$ cat config.mk
export PLATFORM = sky130hd
export DESIGN_NAME = ttt_game_ctrl
export DESIGN_NICKNAME = d
export VERILOG_FILES = /design/src/rtl/ttt_game_ctrl.sv
export SDC_FILE = /design/constraint.sdc
export NUM_CORES = 1
export LEC_CHECK = 0
export CORE_MARGIN = 8
export CORE_UTILIZATION = 50
export DETAILED_ROUTE_END_ITERATION = 8
export DONT_BUFFER_PORTS = 1
export PLACE_DENSITY = 0.67
export SYNTH_ARGS = -nofsm -noshare
export SYNTH_HDL_FRONTEND = slang
export SYNTH_SLANG_ARGS = --single-unit
$ cat constraint.sdc
create_clock -name clk -period 8.42 [get_ports clk]
set_clock_uncertainty 0.1 [all_clocks]
set_input_delay 1.684 -clock clk [delete_from_list [all_inputs] [get_ports clk]]
set_output_delay 1.684 -clock clk [all_outputs]
set_load 0.005 [all_outputs]
$ cat src/rtl/ttt_game_ctrl.sv
// Tic-tac-toe game controller.
// A debouncer turns the keypad scanner's one-hot key vector into single-cycle
// key events. A four-state FSM (MAIN / PLAY / CHECK / RESULT) owns the board,
// turn, display shift and result state that feed the display stages.
module ttt_game_ctrl #(
  parameter int unsigned DEB_CYCLES  = 16,
  parameter int unsigned RESULT_HOLD = 5000,
  parameter bit          FIRST_O     = 1'b1
) (
  input  logic        clk,
  input  logic        rst,
  input  logic [11:0] key_data,
  output logic [17:0] board,
  output logic        is_main,
  output logic        is_turn_o,
  output logic        is_right,
  output logic [1:0]  winner,
  output logic [8:0]  win_line,
  output logic [3:0]  move_cnt,
  output logic        place_err
);

  localparam int unsigned CNT_W     = $clog2(DEB_CYCLES + 1);
  localparam int unsigned HOLD_W    = (RESULT_HOLD < 2) ? 1 : $clog2(RESULT_HOLD);
  localparam int unsigned HOLD_LAST = (RESULT_HOLD == 0) ? 0 : RESULT_HOLD - 1;

  localparam logic [CNT_W-1:0]  DEB_LAST = CNT_W'(DEB_CYCLES - 1);
  localparam logic [CNT_W-1:0]  DEB_FULL = CNT_W'(DEB_CYCLES);
  localparam logic [HOLD_W-1:0] HOLD_END = HOLD_W'(HOLD_LAST);

  localparam logic [3:0] KEY_STAR = 4'd9;
  localparam logic [3:0] KEY_ZERO = 4'd10;
  localparam logic [3:0] KEY_HASH = 4'd11;

  // Cell masks of the 8 lines, 9 bits each: rows, columns, then diagonals.
  localparam logic [71:0] LINES = {9'h054, 9'h111, 9'h124, 9'h092,
                                   9'h049, 9'h1C0, 9'h038, 9'h007};

  typedef enum logic [1:0] {
    S_MAIN   = 2'd0,
    S_PLAY   = 2'd1,
    S_CHECK  = 2'd2,
    S_RESULT = 2'd3
  } state_t;

  // Position of the single set bit of a one-hot key vector.
  function automatic logic [3:0] key_index(input logic [11:0] k);
    logic [3:0] idx;
    idx = '0;
    for (int i = 0; i < 12; i++) begin
      if (k[i]) idx = 4'(i);
    end
    return idx;
  endfunction

  // Content of cell idx; keys outside 0..8 read as empty.
  function automatic logic [1:0] cell_get(input logic [17:0] b, input logic [3:0] idx);
    logic [1:0] v;
    v = 2'd0;
    for (int i = 0; i < 9; i++) begin
      if (idx == 4'(i)) v = b[2*i +: 2];
    end
    return v;
  endfunction

  // Board with cell idx overwritten by stone p.
  function automatic logic [17:0] cell_set(input logic [17:0] b, input logic [3:0] idx,
                                           input logic [1:0] p);
    logic [17:0] r;
    r = b;
    for (int i = 0; i < 9; i++) begin
      if (idx == 4'(i)) r[2*i +: 2] = p;
    end
    return r;
  endfunction

  // OR of the masks of every line fully owned by player p.
  function automatic logic [8:0] line_hits(input logic [17:0] b, input logic [1:0] p);
    logic [8:0] mine;
    logic [8:0] hits;
    logic [8:0] m;
    hits = '0;
    for (int i = 0; i < 9; i++) mine[i] = (b[2*i +: 2] == p);
    for (int l = 0; l < 8; l++) begin
      m = LINES[9*l +: 9];
      if ((mine & m) == m) hits = hits | m;
    end
    return hits;
  endfunction

  logic [11:0]       key_q;
  logic [CNT_W-1:0]  cnt_q;
  logic              armed_q;
  logic              ev_q;
  logic [3:0]        ev_key_q;

  state_t            state_q;
  logic [17:0]       board_q;
  logic              is_main_q;
  logic              turn_o_q;
  logic              right_q;
  logic [1:0]        winner_q;
  logic [8:0]        win_line_q;
  logic [3:0]        move_cnt_q;
  logic              place_err_q;
  logic [HOLD_W-1:0] hold_q;

  logic [1:0]        mover;
  logic [8:0]        hits;
  logic              ev_is_cell;
  logic              cell_free;
  logic [17:0]       board_placed;

  // Debounce: restart the stability count on any input change; fire once per
  // press when armed, re-arm only after a stable all-zero vector.
  always_ff @(posedge clk) begin
    if (rst) begin
      key_q    <= '0;
      cnt_q    <= '0;
      armed_q  <= 1'b0;
      ev_q     <= 1'b0;
      ev_key_q <= '0;
    end else begin
      ev_q <= 1'b0;
      if (key_data != key_q) begin
        key_q <= key_data;
        cnt_q <= CNT_W'(1);
      end else begin
        if (cnt_q != DEB_FULL) cnt_q <= cnt_q + CNT_W'(1);
        if (armed_q && $onehot(key_q) && (cnt_q == DEB_LAST)) begin
          ev_q     <= 1'b1;
          ev_key_q <= key_index(key_q);
          armed_q  <= 1'b0;
        end else if (!armed_q && (key_q == 12'h000) && (cnt_q >= DEB_LAST)) begin
          armed_q <= 1'b1;
        end
      end
    end
  end

  // Decode of the current event against the board and the player to move.
  always_comb begin
    mover        = turn_o_q ? 2'd2 : 2'd1;
    hits         = line_hits(board_q, mover);
    ev_is_cell   = (ev_key_q < 4'd9);
    cell_free    = (cell_get(board_q, ev_key_q) == 2'd0);
    board_placed = cell_set(board_q, ev_key_q, mover);
  end

  // Game FSM with all outputs registered.
  always_ff @(posedge clk) begin
    if (rst) begin
      state_q     <= S_MAIN;
      board_q     <= '0;
      is_main_q   <= 1'b1;
      turn_o_q    <= FIRST_O;
      right_q     <= 1'b0;
      winner_q    <= 2'd0;
      win_line_q  <= '0;
      move_cnt_q  <= '0;
      place_err_q <= 1'b0;
      hold_q      <= '0;
    end else begin
      place_err_q <= 1'b0;
      if (ev_q && (ev_key_q == KEY_HASH)) begin
        state_q    <= S_MAIN;
        is_main_q  <= 1'b1;
        board_q    <= '0;
        move_cnt_q <= '0;
        winner_q   <= 2'd0;
        win_line_q <= '0;
        hold_q     <= '0;
      end else begin
        unique case (state_q)
          S_MAIN: begin
            if (ev_q && (ev_key_q == KEY_ZERO)) begin
              state_q    <= S_PLAY;
              is_main_q  <= 1'b0;
              board_q    <= '0;
              move_cnt_q <= '0;
              winner_q   <= 2'd0;
              win_line_q <= '0;
              turn_o_q   <= FIRST_O;
            end else if (ev_q && (ev_key_q == KEY_STAR)) begin
              right_q <= ~right_q;
            end
          end
          S_PLAY: begin
            if (ev_q && ev_is_cell) begin
              if (cell_free) begin
                board_q    <= board_placed;
                move_cnt_q <= move_cnt_q + 4'd1;
                state_q    <= S_CHECK;
              end else begin
                place_err_q <= 1'b1;
              end
            end else if (ev_q && (ev_key_q == KEY_STAR)) begin
              right_q <= ~right_q;
            end
          end
          S_CHECK: begin
            // A completed line wins even when it is also the ninth stone.
            if (hits != 9'h000) begin
              state_q    <= S_RESULT;
              winner_q   <= mover;
              win_line_q <= hits;
              hold_q     <= '0;
            end else if (move_cnt_q == 4'd9) begin
              state_q    <= S_RESULT;
              winner_q   <= 2'd3;
              win_line_q <= '0;
              hold_q     <= '0;
            end else begin
              turn_o_q <= ~turn_o_q;
              state_q  <= S_PLAY;
            end
          end
          S_RESULT: begin
            if (ev_q && (ev_key_q == KEY_ZERO)) begin
              state_q    <= S_PLAY;
              board_q    <= '0;
              move_cnt_q <= '0;
              winner_q   <= 2'd0;
              win_line_q <= '0;
              turn_o_q   <= FIRST_O;
              hold_q     <= '0;
            end else begin
              if (ev_q && (ev_key_q == KEY_STAR)) right_q <= ~right_q;
              if (RESULT_HOLD != 0) begin
                if (hold_q == HOLD_END) begin
                  state_q    <= S_MAIN;
                  is_main_q  <= 1'b1;
                  board_q    <= '0;
                  move_cnt_q <= '0;
                  winner_q   <= 2'd0;
                  win_line_q <= '0;
                  hold_q     <= '0;
                end else begin
                  hold_q <= hold_q + HOLD_W'(1);
                end
              end
            end
          end
          default: begin
            state_q   <= S_MAIN;
            is_main_q <= 1'b1;
          end
        endcase
      end
    end
  end

  assign board     = board_q;
  assign is_main   = is_main_q;
  assign is_turn_o = turn_o_q;
  assign is_right  = right_q;
  assign winner    = winner_q;
  assign win_line  = win_line_q;
  assign move_cnt  = move_cnt_q;
  assign place_err = place_err_q;

endmodule

==> run metrics, run 1 <==
total of max-cap violations=0; HP Class=register to register; post-route cell area=4680 um^2; outcome=finished, final reports clean; pre-CTS WS=3.76 ns; post-synthesis compound-gate area fraction=19.2%; CP Class=register to register; largest family of logic cells by synthesized area=simple AND/OR/NAND/NOR gates; Root Driver=clkbuf_8; commonest non-fill, non-tap cell in the layout=dfxtp_1; H-tree Lvls=3; Clock Latency Late Sink=0.34 ns; cell area power density=154 nW/um^2; area of the core=8640 um^2; highest clock rate=211 MHz; DP HPWL=7790 um; total die area=12100 um^2; io pins=51; synthesized flop and latch total=75; Most used DFF post-synth=dfxtp_1; Antenna Cells=0; global route total overflow=0; GPL Wtd Cong=0.849; register area share after synthesis=34.1%; final hold slack=0.382 ns; post-layout worst setup margin=3.69 ns; Reg area=1500 um^2; Area growth, synth to finish=6.19%; Post-CTS Hold Buffers=0; commonest cells after routing, fill and taps aside=dfxtp_1 (75), nand2_1 (51), nor2_1 (47); Max-slew headroom=18.3%; DRT iter0 DRCs=272; first-pass GRT wire length=17500 um; Netlist cell types=70; largest net degree at the start of global routing=33; Mapped Cells=524; worst hold path depth=2; gr usage total=17.9%; ANT nets after route=0; EDFF count, synth=0; Post-layout nets=549; required time worst endpoint=8.59 ns; CTS clk-pin slew, worst paths=0.08 ns; Adder-Cell Fraction of Synth Area=7.44%; PostCTS Resize Cnt=0; Max IR drop VDD=0.0000953 V; Worst Path Arrival=4.90 ns; asr flop ratio synth=0%; Hold Fails Final Rpt=0; DR WL/cell=16.8 um; clk buf depth=2; total CTS buffers=9; Static Leak=1.68 nW; Synth Area in Simple Gates=26.5%; initial antenna violation count=0; final setup vio count=0; Avg Synthesized Cell Area=8.41 um^2; placed inst area=4460 um^2; multiplexer share of the synthesized area=2.95%; area of the multi-input gates=2680 um^2; number of global-route vias before repair=3517; Row Count=34; CTS tree=done; Final Power=721 uW; die height=110 um; Routed WL=10500 um; unrepaired setup endpoints after global routing=no; crit share post-route=56.2%; initial core utilization=51.0%; share of layout cells above drive strength 1=7.17%; post-route setup TNS=0 ns; Crit. End Element=register; clock tree sinks=75; R2R cell count=14; DRC errors left=0; DRT Pass-1 Iters=5; Die X=110 um; Critical Path Source Type=register; Worst Path Max Fanout=7; Setup Fix Bufs, Post-CTS=0; Post-Syn Nets=560; Worst Max-Slew Pin Slew=1.23 ns; number of I/O port buffers=0; fillcell total=816; Ys Warns=0; Via density=6.03; final max-slew violation count=0; xor/xnor share of the synthesized area=4.57%; Post-Syn Area=4410 um^2; total number of vias=3760; final critical-path required period=4.73 ns
==> critical path: stages, from the launching register on <==
cell and delay, ns:
dfxtp_1 0.45, fa_1 0.47, fa_1 0.49, inv_1 0.05
fa_1 0.49, fa_1 0.40, inv_1 0.07, ha_1 0.15
inv_1 0.05, fa_1 0.37, a2111oi_0 0.38, a21oi_1 0.07
or4_1 0.56, or3_1 0.41, a21oi_1 0.15
==> metal layers <==
metal | vias to the layer above | global-route usage (%) | share of wire (%) | wire length (um)
li1 | 1851 | - | - | -
met1 | 1795 | 23.0 | 45 | 4710
met2 | 99 | 28.5 | 47 | 4950
met3 | 15 | 4.98 | 6.4 | 667
met4 | 0 | 5.21 | 1.4 | 148
met5 | - | 0 | 0 | 0
==> Yosys cell counts, drive strengths merged (8+ instances only) <==
| cell type | number | share of area [%] |
|---|---|---|
| a21oi | 26 | 3.0 |
| buf | 10 | 1.2 |
| clkbuf | 14 | 1.2 |
| dfxtp | 75 | 34 |
| ha | 15 | 4.3 |
| inv | 34 | 2.9 |
| mux2i | 13 | 3.0 |
| nand2 | 52 | 4.6 |
| nand2b | 15 | 2.1 |
| nand3 | 10 | 1.1 |
| nand4 | 12 | 1.8 |
| nor2 | 47 | 4.0 |
| nor2b | 12 | 1.7 |
| nor3 | 15 | 1.7 |
| nor4 | 8 | 1.1 |
| o21ai | 26 | 3.0 |
| o22ai | 9 | 1.6 |
| xor2 | 19 | 3.8 |
==> area by class of cell <==
type | count | area share [%]
Sequential cell | 75 | 32.1
Inverter | 34 | 2.73
Multi-Input combinational cell | 391 | 57.4
Tap cell | 108 | 2.89
Timing Repair Buffer | 2 | 0.321
Clock buffer | 12 | 3.32
Clock inverter | 2 | 1.28
==> sequential cells by signal, indices dropped and copies added (netlist names), 2 cells and up <==
register and flops:
board 18, hold_q 13, key_q 12, win_line 9, cnt_q 5, ev_key_q 4, move_cnt 4, state_q 2
winner 2
==> power by group <==
part	internal, mW	total [mW]	switching (mW)
clock	0.180	0.308	0.128
sequential	0.358	0.362	0.00466
combinational	0.0218	0.0507	0.0289
==> cells by family after synthesis <==
group / count (synthesis)
and+or+nand+nor: 217
AOI/OAI and AO/OA: 116
DFF: 75
buffers and inverters: 58
xor gates and xnor gates: 23
adders and majority gates: 22
muxes: 13
==> per-stage QoR <==
| stage | util, % | cells |
|---|---|---|
| floorplan | - | 524 |
| global placement | 51.7 | 610 |
| detailed placement | 51.7 | 610 |
| CTS | 54.2 | 624 |
| global route | 54.2 | 624 |
| finish | 54.2 | 624 |
==> final timing paths <==
check,startpoint,end,slack (ns)
worst max-delay path,key_q[7]$_SDFFE_PP0P_,ev_key_q[2]$_SDFFE_PP0P_,3.69
worst min-delay path,winner[1]$_SDFFE_PP0P_,winner[1]$_SDFFE_PP0P_,0.38
worst max register to register,key_q[7]$_SDFFE_PP0P_,ev_key_q[2]$_SDFFE_PP0P_,3.69
worst min register to register,winner[1]$_SDFFE_PP0P_,winner[1]$_SDFFE_PP0P_,0.38
No activity file was read; power rests on OpenSTA's default activity.
==> run 2, diff against run 1 <==
clock period = 4.8 ns   (was 8.42 ns; I/O delays follow)
==> run 2 against run 1 <==
Compared with the run above:
- first-iteration DRC count rose by 4.0%
- total power grew 69%
- critical path depth stayed put
- via count decreased by 1.1%
- fmax increased by 2.8%
- sequential power increased by 76%
- worst hold slack got worse by 0.0033 ns
- final cell count rose by 0.32%
- clock power increased by 57%
- global-route usage about the same
- worst setup slack got worse by 3.5 ns
- core utilization decreased by 0.072 points
==> run metrics, run 2 (synthesis results as in run 1) <==
initial antenna violation count=0; number of global-route vias before repair=3622; sequential share of power=52.3%; total CTS buffers=9; DRC errors left=0; HP Class=register to register; highest clock rate=217 MHz; H-tree Lvls=3; die height=110 um; Critical Path Source Type=register; switch share=25.2%; Worst Path Arrival=4.78 ns; crit path cell chain=fa_1, fa_1, inv_1, fa_1, fa_1, inv_1, ha_1, inv_1, fa_1, a2111oi_2, a21oi_1, or4_4, or3_1, a21oi_1; DRT iter0 DRCs=283; Die X=110 um; Crit path buffers/inverters=3; cell area power density=260 nW/um^2; Crit path max-delay family=adder cells; crit share post-route=95.9%; pre-CTS WS=0.144 ns; R2R Setup Slk=0.20 ns; DRT Pass-1 Iters=5; post-layout worst setup margin=0.199 ns; critical path's slowest cell=fa_1; first-pass GRT wire length=17500 um; CP Class=register to register; Post-CTS Hold Buffers=0; CTS tree=done; total number of vias=3720; CTS clk-pin slew, worst paths=0.08 ns; critical path's most frequent cell=fa_1; Max IR drop VDD=0.000183 V; final max-slew violation count=0; max reg flops=18; Static Leak=1.67 nW; clk buf depth=2; Area growth, synth to finish=6.05%; Crit. End Element=register; initial core utilization=51.0%; Antenna Cells=0; Worst Max-Slew Pin Slew=1.16 ns; P_sw=307 uW; global route total overflow=0; area of the core=8640 um^2; total of max-cap violations=0; Worst Path Max Fanout=3; DP HPWL=7760 um; share of layout cells above drive strength 1=8.69%; io pins=51; required time worst endpoint=4.98 ns; number of I/O port buffers=0; Routed WL=10500 um; DR WL/cell=16.8 um; CP max stage delay=0.51 ns; final setup vio count=0; commonest non-fill, non-tap cell in the layout=dfxtp_1; Row Count=34; post-route setup TNS=0 ns; Post-layout nets=549; clock tree sinks=75; Comb pwr share=8.0%; Clock Latency Late Sink=0.36 ns; largest net degree at the start of global routing=33; GPL Wtd Cong=0.858; Max-slew headroom=22.4%; Via density=5.94; Int Power=910 uW; outcome=finished, final reports clean; ANT nets after route=0; gr usage total=17.9%; Root Driver=clkbuf_8; Hold Fails Final Rpt=0; final critical-path required period=4.60 ns; fillcell total=820; clock power share=39.8%; total die area=12100 um^2; commonest cells after routing, fill and taps aside=dfxtp_1 (71), nand2_1 (51), nor2_1 (47)
-- run 2: per-layer routing --
| metal | global-route usage (%) | part of all wire [%] | routed length [um] |
|---|---|---|---|
| met5 | 0 | 0 | 0 |
| met4 | 6.27 | 1.7 | 183 |
| met3 | 4.16 | 5.5 | 580 |
| met2 | 28.9 | 48 | 5030 |
| met1 | 22.8 | 45 | 4750 |
-- run 2: final cells by class --
cell class	instances	area [um^2]	share of cell area (%)
multi-input cells	391	2690	57.7
inverters	34	128	2.73
clock buffers	10	128	2.73
repair buffers	2	15.0	0.321
clock inverters	6	66.3	1.42
well taps	108	135	2.89
flip-flops and latches	75	1510	32.2
-- run 2: final timing paths --
kind	start	endpoint	cells past startpoint
worst max-delay path	key_q[0]$_SDFFE_PP0P_	ev_key_q[2]$_SDFFE_PP0P_	14
worst min-delay path	winner[1]$_SDFFE_PP0P_	winner[1]$_SDFFE_PP0P_	2
worst max register to register	key_q[0]$_SDFFE_PP0P_	ev_key_q[2]$_SDFFE_PP0P_	14
worst min register to register	winner[1]$_SDFFE_PP0P_	winner[1]$_SDFFE_PP0P_	2
-- run 2: power groups by stage --
stage | clock network [mW] | registers [mW] | logic, mW
floorplan | 0 | 0.648 | 0.0720
global placement | 0 | 0.650 | 0.0848
detailed placement | 0 | 0.650 | 0.0878
CTS | 0.494 | 0.636 | 0.0896
global route | 0.516 | 0.637 | 0.114
finish | 0.484 | 0.636 | 0.0970
-- run 2: worst min-delay path, cell delays in order (launching register included) --
cell	delay, ns
dfxtp_1	0.33
nand2_1	0.06
a21oi_1	0.05
-- run 2: through the flow --
stage | power, mW | area [um^2] | util, % | instances | hold slack (ns)
final | 1.22 | 4670 | 54.1 | 626 | 0.379
after global routing | 1.27 | 4670 | 54.1 | 626 | 0.411
after CTS | 1.22 | 4660 | 53.9 | 626 | 0.386
after detailed placement | 0.738 | 4460 | 51.7 | 610 | 0.375
after global placement | 0.735 | 4460 | 51.7 | 610 | 0.368
after floorplan | 0.720 | 4410 | - | 524 | 0.348
-- run 2: timing repair --
item                       4_1_cts  5_1_grt
gates resized for setup          0        7
setup buffers                    0        0
setup endpoints to repair        0        4
==> run 3, diff against run 2 <==
CORE_MARGIN = unset   (was 8)
==> run 3 against run 2 <==
Compared with the run above:
- highest routed layer unchanged
- critical path type unchanged
- cell area is 0.46% higher
- largest power group unchanged
- combinational power is 1% lower
- worst setup slack better by 0.015 ns
- non-clock buffer count is 1 higher
==> run metrics, run 3 (synthesis results as in run 1) <==
outcome=finished, final reports clean; Critical Path Source Type=register; H-tree Lvls=3; DP HPWL=7490 um; io pins=51; pre-CTS WS=0.189 ns; R2R Setup Slk=0.21 ns; Worst Max-Slew Pin Slew=1.20 ns; post-route setup TNS=0 ns; Area growth, synth to finish=6.53%; Antenna Cells=0; Crit. End Element=register; Post-layout nets=550; highest clock rate=218 MHz; first-pass GRT wire length=16100 um; area of the core=8380 um^2; Int Power=971 uW; largest net degree at the start of global routing=32; Routed WL=10100 um; cell area power density=271 nW/um^2; total number of vias=3704; required time worst endpoint=4.99 ns; post-layout worst setup margin=0.214 ns; Worst Path Max Fanout=3; DRT Pass-1 Iters=6; Hold Crit Start=win_line[8]$_SDFFE_PP0P_; HP Class=register to register; clock power share=42.4%; sequential share of power=50.1%; Row Count=33; unrepaired setup endpoints after global routing=no; Max-slew headroom=19.7%; CTS clk-pin slew, worst paths=0.08 ns; total CTS buffers=9; DRC errors left=0; CP Capture Point=ev_key_q[2]$_SDFFE_PP0P_; CP Launch Point=key_q[0]$_SDFFE_PP0P_; switch share=23.5%; Worst Path Arrival=4.77 ns; Static Leak=1.68 nW; Root Driver=clkbuf_8; Post-CTS Hold Buffers=0; Worst R2R End=ev_key_q[2]$_SDFFE_PP0P_; Hold Fails Final Rpt=0; Reg area=1500 um^2; DR WL/cell=16.2 um; CP Class=register to register; r2r startpoint=key_q[0]$_SDFFE_PP0P_; DRT iter0 DRCs=179; die height=95.9 um; clk buf depth=2; GPL Wtd Cong=0.858; share of layout cells above drive strength 1=8.30%; total die area=9190 um^2; Max IR drop VDD=0.000177 V; area of the multi-input gates=2690 um^2; number of I/O port buffers=0; ANT nets after route=0; commonest cells after routing, fill and taps aside=dfxtp_1 (74), nand2_1 (51), nor2_1 (47); final hold slack=0.376 ns; final max-slew violation count=0; initial antenna violation count=0; Comb pwr share=7.5%; clock tree sinks=75; commonest non-fill, non-tap cell in the layout=dfxtp_1; final setup vio count=0; fillcell total=788; total of max-cap violations=0; final critical-path required period=4.59 ns; Clock Latency Late Sink=0.36 ns; initial core utilization=52.6%; global route total overflow=0; max reg flops=18; Die X=95.9 um; R2R cell count=14; Via density=5.95; number of global-route vias before repair=3402; gr usage total=22.6%; P_sw=298 uW; CTS tree=done; crit share post-route=95.5%
[run 3: layout make-up]
| class | count | area share (%) |
|---|---|---|
| clock buffers | 10 | 2.93 |
| clock inverters | 5 | 1.65 |
| inverters | 34 | 2.72 |
| multi-input cells | 391 | 57.4 |
| flip-flops and latches | 75 | 32.0 |
| well taps | 105 | 2.80 |
| repair buffers | 3 | 0.480 |
[run 3: per-layer routing]
metal	part of all wire (%)	global-route usage, %	vias to the layer above
met3	5.5	5.06	16
li1	-	-	1853
met2	46	36.1	88
met1	46	29.8	1747
met5	0	0	-
met4	1.9	8.21	0
[run 3: metrics by stage]
stage / power [mW] / instances / utilization [%] / instance area [um^2]
4_1_cts: 1.28 / 623 / 55.9 / 4680
5_1_grt: 1.32 / 623 / 56.0 / 4690
2_1_floorplan: 0.720 / 524 / - / 4410
6_report: 1.27 / 623 / 56.0 / 4690
3_3_place_gp: 0.734 / 608 / 53.3 / 4470
3_5_place_dp: 0.740 / 608 / 53.3 / 4470
[run 3: critical path, stage by stage, from the launching register on]
cell       delay [ns]
dfxtp_1          0.35
fa_1             0.52
fa_1             0.51
inv_1            0.05
fa_1             0.49
fa_1             0.40
inv_1            0.07
ha_1             0.18
inv_1            0.06
fa_1             0.39
a2111oi_2        0.35
a21oi_1          0.07
or4_4            0.43
or3_1            0.39
a21oi_1          0.14
[run 3: worst min path at each step]
stage,slack [ns],cells after the start,to
after floorplan,0.35,2,winner[0]$_SDFFE_PP0P_
after global placement,0.37,2,winner[1]$_SDFFE_PP0P_
after detailed placement,0.37,2,win_line[8]$_SDFFE_PP0P_
after CTS,0.38,2,win_line[8]$_SDFFE_PP0P_
after global routing,0.40,2,winner[1]$_SDFFE_PP0P_
final,0.38,2,win_line[8]$_SDFFE_PP0P_
[run 3: timing repair]
action / 4_1_cts / 5_1_grt
setup endpoints to repair: 0 / 2
setup buffers: 0 / 0
resized for setup: 0 / 4
[run 3: power by group through the flow]
stage	sequential, mW	clock [mW]	combinational, mW
global route	0.637	0.573	0.111
CTS	0.636	0.553	0.0904
detailed placement	0.650	0	0.0892
finish	0.636	0.538	0.0958
global placement	0.650	0	0.0840
floorplan	0.648	0	0.0720
